### src/rtl/mm_job_scheduler.sv
// Montgomery-multiplication job scheduler: queues jobs, runs them one at a
// time on a single MM core, relocates the core's BRAM word addresses by the
// job base, and returns tagged completions. A watchdog aborts hung jobs.
//
// state   | meaning
// --------+--------------------------------------------------------------
// S_IDLE  | waiting for a queued job; pops FIFO head and latches base/tag
// S_START | one-cycle core start pulse, watchdog cleared
// S_RUN   | core owns the BRAM port; waiting for done or watchdog expiry
// S_RESP  | completion presented until the consumer accepts it
module mm_job_scheduler #(
    parameter int ADDR_W     = 15,
    parameter int TAG_W      = 4,
    parameter int FIFO_DEPTH = 4,
    parameter int TIMEOUT    = 4096
) (
    input  logic              clock_i,
    input  logic              reset_i,
    input  logic              cmd_valid_i,
    output logic              cmd_ready_o,
    input  logic [ADDR_W-1:0] cmd_base_i,
    input  logic [TAG_W-1:0]  cmd_tag_i,
    output logic              rsp_valid_o,
    input  logic              rsp_ready_i,
    output logic [TAG_W-1:0]  rsp_tag_o,
    output logic              rsp_err_o,
    output logic              busy_o,
    output logic              mm_start_o,
    output logic              mm_abort_o,
    input  logic              mm_done_i,
    input  logic [ADDR_W-1:0] mm_addr_i,
    input  logic              mm_en_i,
    input  logic              mm_we_i,
    input  logic [16:0]       mm_din_i,
    output logic [31:0]       BRAM_addr_o,
    output logic              BRAM_en_o,
    output logic [3:0]        BRAM_we_o,
    output logic [31:0]       BRAM_din_o
);

    localparam int PTR_W = (FIFO_DEPTH > 1) ? $clog2(FIFO_DEPTH) : 1;
    localparam int CNT_W = (TIMEOUT > 2) ? $clog2(TIMEOUT) : 1;
    localparam logic [CNT_W-1:0] WD_LAST = (TIMEOUT == 0) ? '0 : CNT_W'(TIMEOUT - 1);
    localparam logic [PTR_W:0]   FULL_CNT = (PTR_W + 1)'(FIFO_DEPTH);

    typedef enum logic [1:0] {S_IDLE, S_START, S_RUN, S_RESP} state_t;

    state_t             state_q, state_d;
    logic [PTR_W-1:0]   wr_ptr_q, wr_ptr_d;
    logic [PTR_W-1:0]   rd_ptr_q, rd_ptr_d;
    logic [PTR_W:0]     count_q, count_d;
    logic [ADDR_W-1:0]  base_q, base_d;
    logic [TAG_W-1:0]   tag_q, tag_d;
    logic               err_q, err_d;
    logic [CNT_W-1:0]   wd_q, wd_d;
    logic [ADDR_W-1:0]  fifo_base_q [FIFO_DEPTH];
    logic [TAG_W-1:0]   fifo_tag_q  [FIFO_DEPTH];

    logic               fifo_full, fifo_empty, push, pop;
    logic [ADDR_W-1:0]  bram_word;

    assign fifo_full   = (count_q == FULL_CNT);
    assign fifo_empty  = (count_q == '0);
    assign cmd_ready_o = !fifo_full;
    assign push        = cmd_valid_i && !fifo_full;
    assign pop         = (state_q == S_IDLE) && !fifo_empty;

    // FIFO pointer and occupancy bookkeeping; power-of-two depth lets pointers wrap naturally
    always_comb begin
        wr_ptr_d = push ? wr_ptr_q + PTR_W'(1) : wr_ptr_q;
        rd_ptr_d = pop  ? rd_ptr_q + PTR_W'(1) : rd_ptr_q;
        count_d  = count_q;
        if (push && !pop)      count_d = count_q + (PTR_W + 1)'(1);
        else if (pop && !push) count_d = count_q - (PTR_W + 1)'(1);
    end

    // FIFO storage; a full FIFO never writes, so the head is never overwritten
    always_ff @(posedge clock_i or posedge reset_i) begin
        if (reset_i) begin
            for (int i = 0; i < FIFO_DEPTH; i++) begin
                fifo_base_q[i] <= '0;
                fifo_tag_q[i]  <= '0;
            end
        end else if (push) begin
            fifo_base_q[wr_ptr_q] <= cmd_base_i;
            fifo_tag_q[wr_ptr_q]  <= cmd_tag_i;
        end
    end

    // Next-state, job latch, watchdog and core control pulses
    always_comb begin
        state_d    = state_q;
        base_d     = base_q;
        tag_d      = tag_q;
        err_d      = err_q;
        wd_d       = wd_q;
        mm_start_o = 1'b0;
        mm_abort_o = 1'b0;
        case (state_q)
            S_IDLE: begin
                if (pop) begin
                    base_d  = fifo_base_q[rd_ptr_q];
                    tag_d   = fifo_tag_q[rd_ptr_q];
                    state_d = S_START;
                end
            end
            S_START: begin
                mm_start_o = 1'b1;
                wd_d       = '0;
                state_d    = S_RUN;
            end
            S_RUN: begin
                wd_d = wd_q + CNT_W'(1);
                // done takes priority over a coincident watchdog expiry
                if (mm_done_i) begin
                    err_d   = 1'b0;
                    state_d = S_RESP;
                end else if ((TIMEOUT != 0) && (wd_q == WD_LAST)) begin
                    mm_abort_o = 1'b1;
                    err_d      = 1'b1;
                    state_d    = S_RESP;
                end
            end
            S_RESP: begin
                if (rsp_ready_i) state_d = S_IDLE;
            end
            default: state_d = S_IDLE;
        endcase
    end

    // State and control registers
    always_ff @(posedge clock_i or posedge reset_i) begin
        if (reset_i) begin
            state_q  <= S_IDLE;
            wr_ptr_q <= '0;
            rd_ptr_q <= '0;
            count_q  <= '0;
            base_q   <= '0;
            tag_q    <= '0;
            err_q    <= 1'b0;
            wd_q     <= '0;
        end else begin
            state_q  <= state_d;
            wr_ptr_q <= wr_ptr_d;
            rd_ptr_q <= rd_ptr_d;
            count_q  <= count_d;
            base_q   <= base_d;
            tag_q    <= tag_d;
            err_q    <= err_d;
            wd_q     <= wd_d;
        end
    end

    assign rsp_valid_o = (state_q == S_RESP);
    assign rsp_tag_o   = rsp_valid_o ? tag_q : '0;
    assign rsp_err_o   = rsp_valid_o && err_q;
    assign busy_o      = (state_q != S_IDLE) || !fifo_empty;
    assign bram_word   = base_q + mm_addr_i;

    // BRAM master port belongs to the core only while a job is running
    always_comb begin
        BRAM_addr_o = '0;
        BRAM_en_o   = 1'b0;
        BRAM_we_o   = '0;
        BRAM_din_o  = '0;
        if (state_q == S_RUN) begin
            BRAM_addr_o = 32'(bram_word) << 2;
            BRAM_en_o   = mm_en_i;
            BRAM_we_o   = {4{mm_we_i}};
            BRAM_din_o  = {15'b0, mm_din_i};
        end
    end

endmodule

### config.mk
export PLATFORM = sky130hd
export DESIGN_NAME = mm_job_scheduler
export DESIGN_NICKNAME = d
export VERILOG_FILES = /design/src/rtl/mm_job_scheduler.sv
export SDC_FILE = /design/constraint.sdc
export NUM_CORES = 1
export LEC_CHECK = 0
export ABC_AREA = 1
export CORE_MARGIN = 5
export CORE_UTILIZATION = 30
export CTS_CLUSTER_DIAMETER = 50
export DETAILED_ROUTE_END_ITERATION = 10
export GPL_ROUTABILITY_DRIVEN = 1
export GPL_TIMING_DRIVEN = 0
export HOLD_SLACK_MARGIN = 0.06
export PLACE_DENSITY_LB_ADDON = 0.25
export SLEW_MARGIN = 20
export SYNTH_ARGS = -nofsm -noshare
export SYNTH_HDL_FRONTEND = slang
export SYNTH_SLANG_ARGS = --single-unit
### constraint.sdc
create_clock -name clock_i -period 8.1 [get_ports clock_i]
set_clock_uncertainty 0.2 [all_clocks]
set_input_delay 1.62 -clock clock_i [delete_from_list [all_inputs] [get_ports clock_i]]
set_output_delay 1.62 -clock clock_i [all_outputs]
set_load 0.01 [all_outputs]
==> results of run 1 <==
## synth_stat cells, types with 6 or more instances
cell type	instances	area share [%]
sky130_fd_sc_hd__a21oi_1	27	2.0
sky130_fd_sc_hd__a31oi_1	20	1.9
sky130_fd_sc_hd__buf_2	6	0.45
sky130_fd_sc_hd__buf_4	36	4.0
sky130_fd_sc_hd__buf_6	13	2.2
sky130_fd_sc_hd__clkbuf_1	10	0.56
sky130_fd_sc_hd__dfrtp_1	117	44
sky130_fd_sc_hd__ha_1	24	4.5
sky130_fd_sc_hd__inv_1	100	5.6
sky130_fd_sc_hd__nand2_1	187	10
sky130_fd_sc_hd__nand3_1	15	1.1
sky130_fd_sc_hd__nor2_1	135	7.5
sky130_fd_sc_hd__o21ai_0	76	5.7
sky130_fd_sc_hd__o21ai_1	13	0.97
sky130_fd_sc_hd__o21ai_2	36	4.7
## per-stage QoR
step                hold WS (ps)  total power [mW]  worst slack [ps]
floorplan                    248              2.09              3180
global placement             259              2.61              1300
detailed placement           264              2.63              2290
CTS                          276              3.31              2300
global route                 292              3.57              2140
finish                       275              3.27              2310
## layer usage
layer / global-route usage, % / wire, µm / vias to the layer above
li1: - / - / 2978
met1: 18.8 / 8240 / 2455
met2: 21.8 / 7910 / 131
met3: 3.99 / 878 / 15
met4: 3.63 / 171 / 0
met5: 0 / 0 / -
## worst reg2reg max path, cell delays in order (launching register included)
cell and delay, ps:
sky130_fd_sc_hd__dfrtp_1 400, sky130_fd_sc_hd__inv_1 80, sky130_fd_sc_hd__ha_1 260, sky130_fd_sc_hd__o31ai_4 100, sky130_fd_sc_hd__ha_1 200, sky130_fd_sc_hd__inv_1 60, sky130_fd_sc_hd__fa_1 380, sky130_fd_sc_hd__a21oi_1 150
sky130_fd_sc_hd__o21ai_0 120, sky130_fd_sc_hd__xor2_1 160
## worst max-delay path by stage
stage / start / endpoint / slack [ps] / cells after the start
6_report: mm_addr_i[0] / BRAM_addr_o[12] / 2310 / 13
5_1_grt: mm_addr_i[0] / BRAM_addr_o[14] / 2140 / 11
4_1_cts: mm_addr_i[0] / BRAM_addr_o[14] / 2300 / 11
3_5_place_dp: mm_addr_i[0] / BRAM_addr_o[14] / 2290 / 11
3_3_place_gp: reset_i / fifo_base_q[48] / 1300 / 2
2_1_floorplan: reset_i / base_q[0] / 3180 / 1
## logic make-up (layout without fill, tap and decap cells)
logic type / after synthesis / count (layout) / synth area share [%]
simple gates: 357 / 357 / 21.0
flops: 117 / 117 / 43.6
xor+xnor: 9 / 9 / 1.17
other cells: 1 / 32 / 0.0558
compound gates: 174 / 174 / 15.6
buf+inv: 176 / 311 / 13.5
fa+ha+maj: 26 / 26 / 5.06
## state kept, by name, indices dropped and copies added (netlist names)
name / flops
state_q: 2
base_q: 15
err_q: 1
wd_q: 12
count_q: 3
tag_q: 4
fifo_base_q: 60
fifo_tag_q: 16
rd_ptr_q: 2
wr_ptr_q: 2
## area by class of cell
type / count / area share [%]
tap: 280 / 3.99
clock buffer: 26 / 5.68
multi-input combinational: 598 / 34.2
timing repair buffer: 105 / 12.2
buffer: 71 / 5.80
clock inverter: 4 / 0.256
inverter: 105 / 4.60
sequential: 117 / 33.3
## where the power goes
group | switching (mW) | total [mW] | internal, mW | leakage (nW)
clock network | 0.242 | 0.659 | 0.417 | 0.256
logic | 0.946 | 1.61 | 0.667 | 2.69
registers | 0.153 | 0.997 | 0.844 | 1.45
total | 1.34 | 3.27 | 1.93 | 4.40
==> out/qor.tcl, run 1 <==
set qor(max_slew.worst_pin.slew_ps) 586
set qor(drtIter0Drc) 231
set qor(terminus_of_the_critical_flop_to_flop_path) {count_q[2]}
set qor(worst-r2r-cell-count) 9
set qor(ios) 137
set qor(number_of_global_route_vias_before_repair) 5508
set qor(post-cts-setup-buffers) 0
set qor(post_synth_num_cell_types) 34
set qor(layout.cells.most_common) {sky130_fd_sc_hd__nand2_1}
set qor(ant_nets) 0
set qor(final-seq-area_um2) 2930
set qor(setup_repair_after_global_routing_missed_its_margin) {false}
set qor(run_status) {completed}
set qor(timing.slew.headroom_pct) 60.9
set qor(setup_viol) 0
set qor(hold_buffers) 0
set qor(clockRootBuffer) {sky130_fd_sc_hd__clkbuf_16}
set qor(clock_tree.htree_level_count) 4
set qor(path_clk_slew_ps) 50
set qor(rrSetupSlack_ps) 5870
set qor(non_filler_instance_count_after_layout) 1306
set qor(clock-sinks) 117
set qor(drt_pass1_iterations) 4
set qor(startpoint_of_the_lowest_slack_register_to_register_path) {state_q[0]}
set qor(place.detailed.hpwl_mm) 13.9
set qor(final_net_count) 1099
set qor(max_stage_delay_ps) 610
set qor(finalCoreUtilization_pct) 40.0
set qor(antennaDiodeCount) 0
set qor(std_cell_rows) 54
set qor(wire_length_of_the_first_global_routing_pass_mm) 28.7
set qor(setup.worst_path.end_class) {output port}
set qor(crit_family) {buffers and inverters}
set qor(worst_skew_pair.late_latency_ps) 420
set qor(dpl.cell_count) 1276
set qor(fin_crit_sh_pct) 71.5
set qor(drc) 0
set qor(period_minus_ws_final_ps) 5790
set qor(finalInstanceArea_um2) 8780
set qor(power.density_cell_area_nw_per_um2) 372
set qor(maxCapViolCount) 0
set qor(die_h_um) 160
set qor(multiInputGateArea_um2) 3000
set qor(yosys_most_used_dff) {sky130_fd_sc_hd__dfrtp_1}
set qor(grtUsageTotal_pct) 13.8
set qor(grt_start_max_net_pins) 76
set qor(vias_per_cell) 4.27
set qor(min-delay-start) {fifo_base_q[34]}
set qor(postPlaceCellArea_um2) 8260
set qor(whs_path_depth) 2
set qor(filler_cell_count) 2297
set qor(postCtsResizedCells) 0
set qor(cp.arrival_ps) 3970
set qor(yosysSeqAreaShare_pct) 43.6
set qor(cp_common_cell) {sky130_fd_sc_hd__nand2_1}
set qor(timing.critical_path.slowest_stage_cell) {sky130_fd_sc_hd__clkdlybuf4s50_1}
set qor(core_area_um2) 22000
set qor(fin_tns_setup_ps) 0
set qor(critical_path_startpoint_category) {input pin}
set qor(global_route.overflow_total) 0
set qor(routed_wl_mm) 17.2
set qor(hold_viol) 0
set qor(route.detailed.wl_per_inst_um) 13.2
set qor(postSynth.asyncResetShare_pct) 100
set qor(endpoint_of_the_worst_hold_path) {fifo_base_q[34]}
set qor(worst_ep_required_time_ps) 6280
set qor(cp_num_buf_inv) 3
set qor(chipWidth_um) 160
set qor(initial_utilization_pct) 30.6
set qor(critical_path.cell_chain) {clkdlybuf4s50_1, ha_1, fa_1, nand2_1, nand2_1, nand3_1, nand2_1, nand2_1, nand2_1, nand2_1, inv_1, nor2_1, clkdlybuf4s50_1}
set qor(fp.dieArea_um2) 25500
set qor(tritoncts) {yes}
set qor(placement.io_buffers) 104
set qor(postSynthRegisterBits) 117
set qor(hold_path_class) {reg2reg}
set qor(syn_avg_cell_area_um2) 7.82
set qor(critical_path_peak_fanout) 4
set qor(cts_inserted_buffers) 17
set qor(max_frequency_mhz) 173
set qor(ys.warnings.count) 0
set qor(ir_worst_vdd_uv) 133
set qor(synth_enable_flop_cells) 0
set qor(gp_congestion) 0.799
set qor(synthesis_to_finish_area_growth_pct) 30.7
set qor(grt_antenna_before_repair) 0
set qor(leakagePower_nw) 4.40
set qor(layout-drive-gt1-share_pct) 13.0
set qor(syn_area_um2) 6720
set qor(timing.setup.critical_path_class) {in2out}
set qor(finalMaxSlewViolations) 0
set qor(max-clock-path-buffers) 2
set qor(routed-via-count) 5579
set qor(synthesis.instances) 860
set qor(commonest_non_fill_non_tap_cells_in_the_layout) {sky130_fd_sc_hd__nand2_1 (187), sky130_fd_sc_hd__nor2_1 (135), sky130_fd_sc_hd__dfrtp_1 (117)}
Note: power is estimated with default switching activity, not from simulation.
==> inputs of run 2 (changes only) <==
==> constraint.sdc (replaced) <==
create_clock -name clock_i -period 4.7 [get_ports clock_i]
set_clock_uncertainty 0.2 [all_clocks]
set_input_delay 0.94 -clock clock_i [delete_from_list [all_inputs] [get_ports clock_i]]
set_output_delay 0.94 -clock clock_i [all_outputs]
set_load 0.01 [all_outputs]
==> results of run 2 <==
The final DEF is identical to that of run 1. Status: completed.
Among the figures that moved: setup slack after placement 2290 ps -> 254 ps; setup slack after layout 2310 ps -> 267 ps; register-to-register setup slack 5870 ps -> 2470 ps; total power 3.27 mW -> 5.63 mW; worst IR drop on VDD 133 µV -> 229 µV
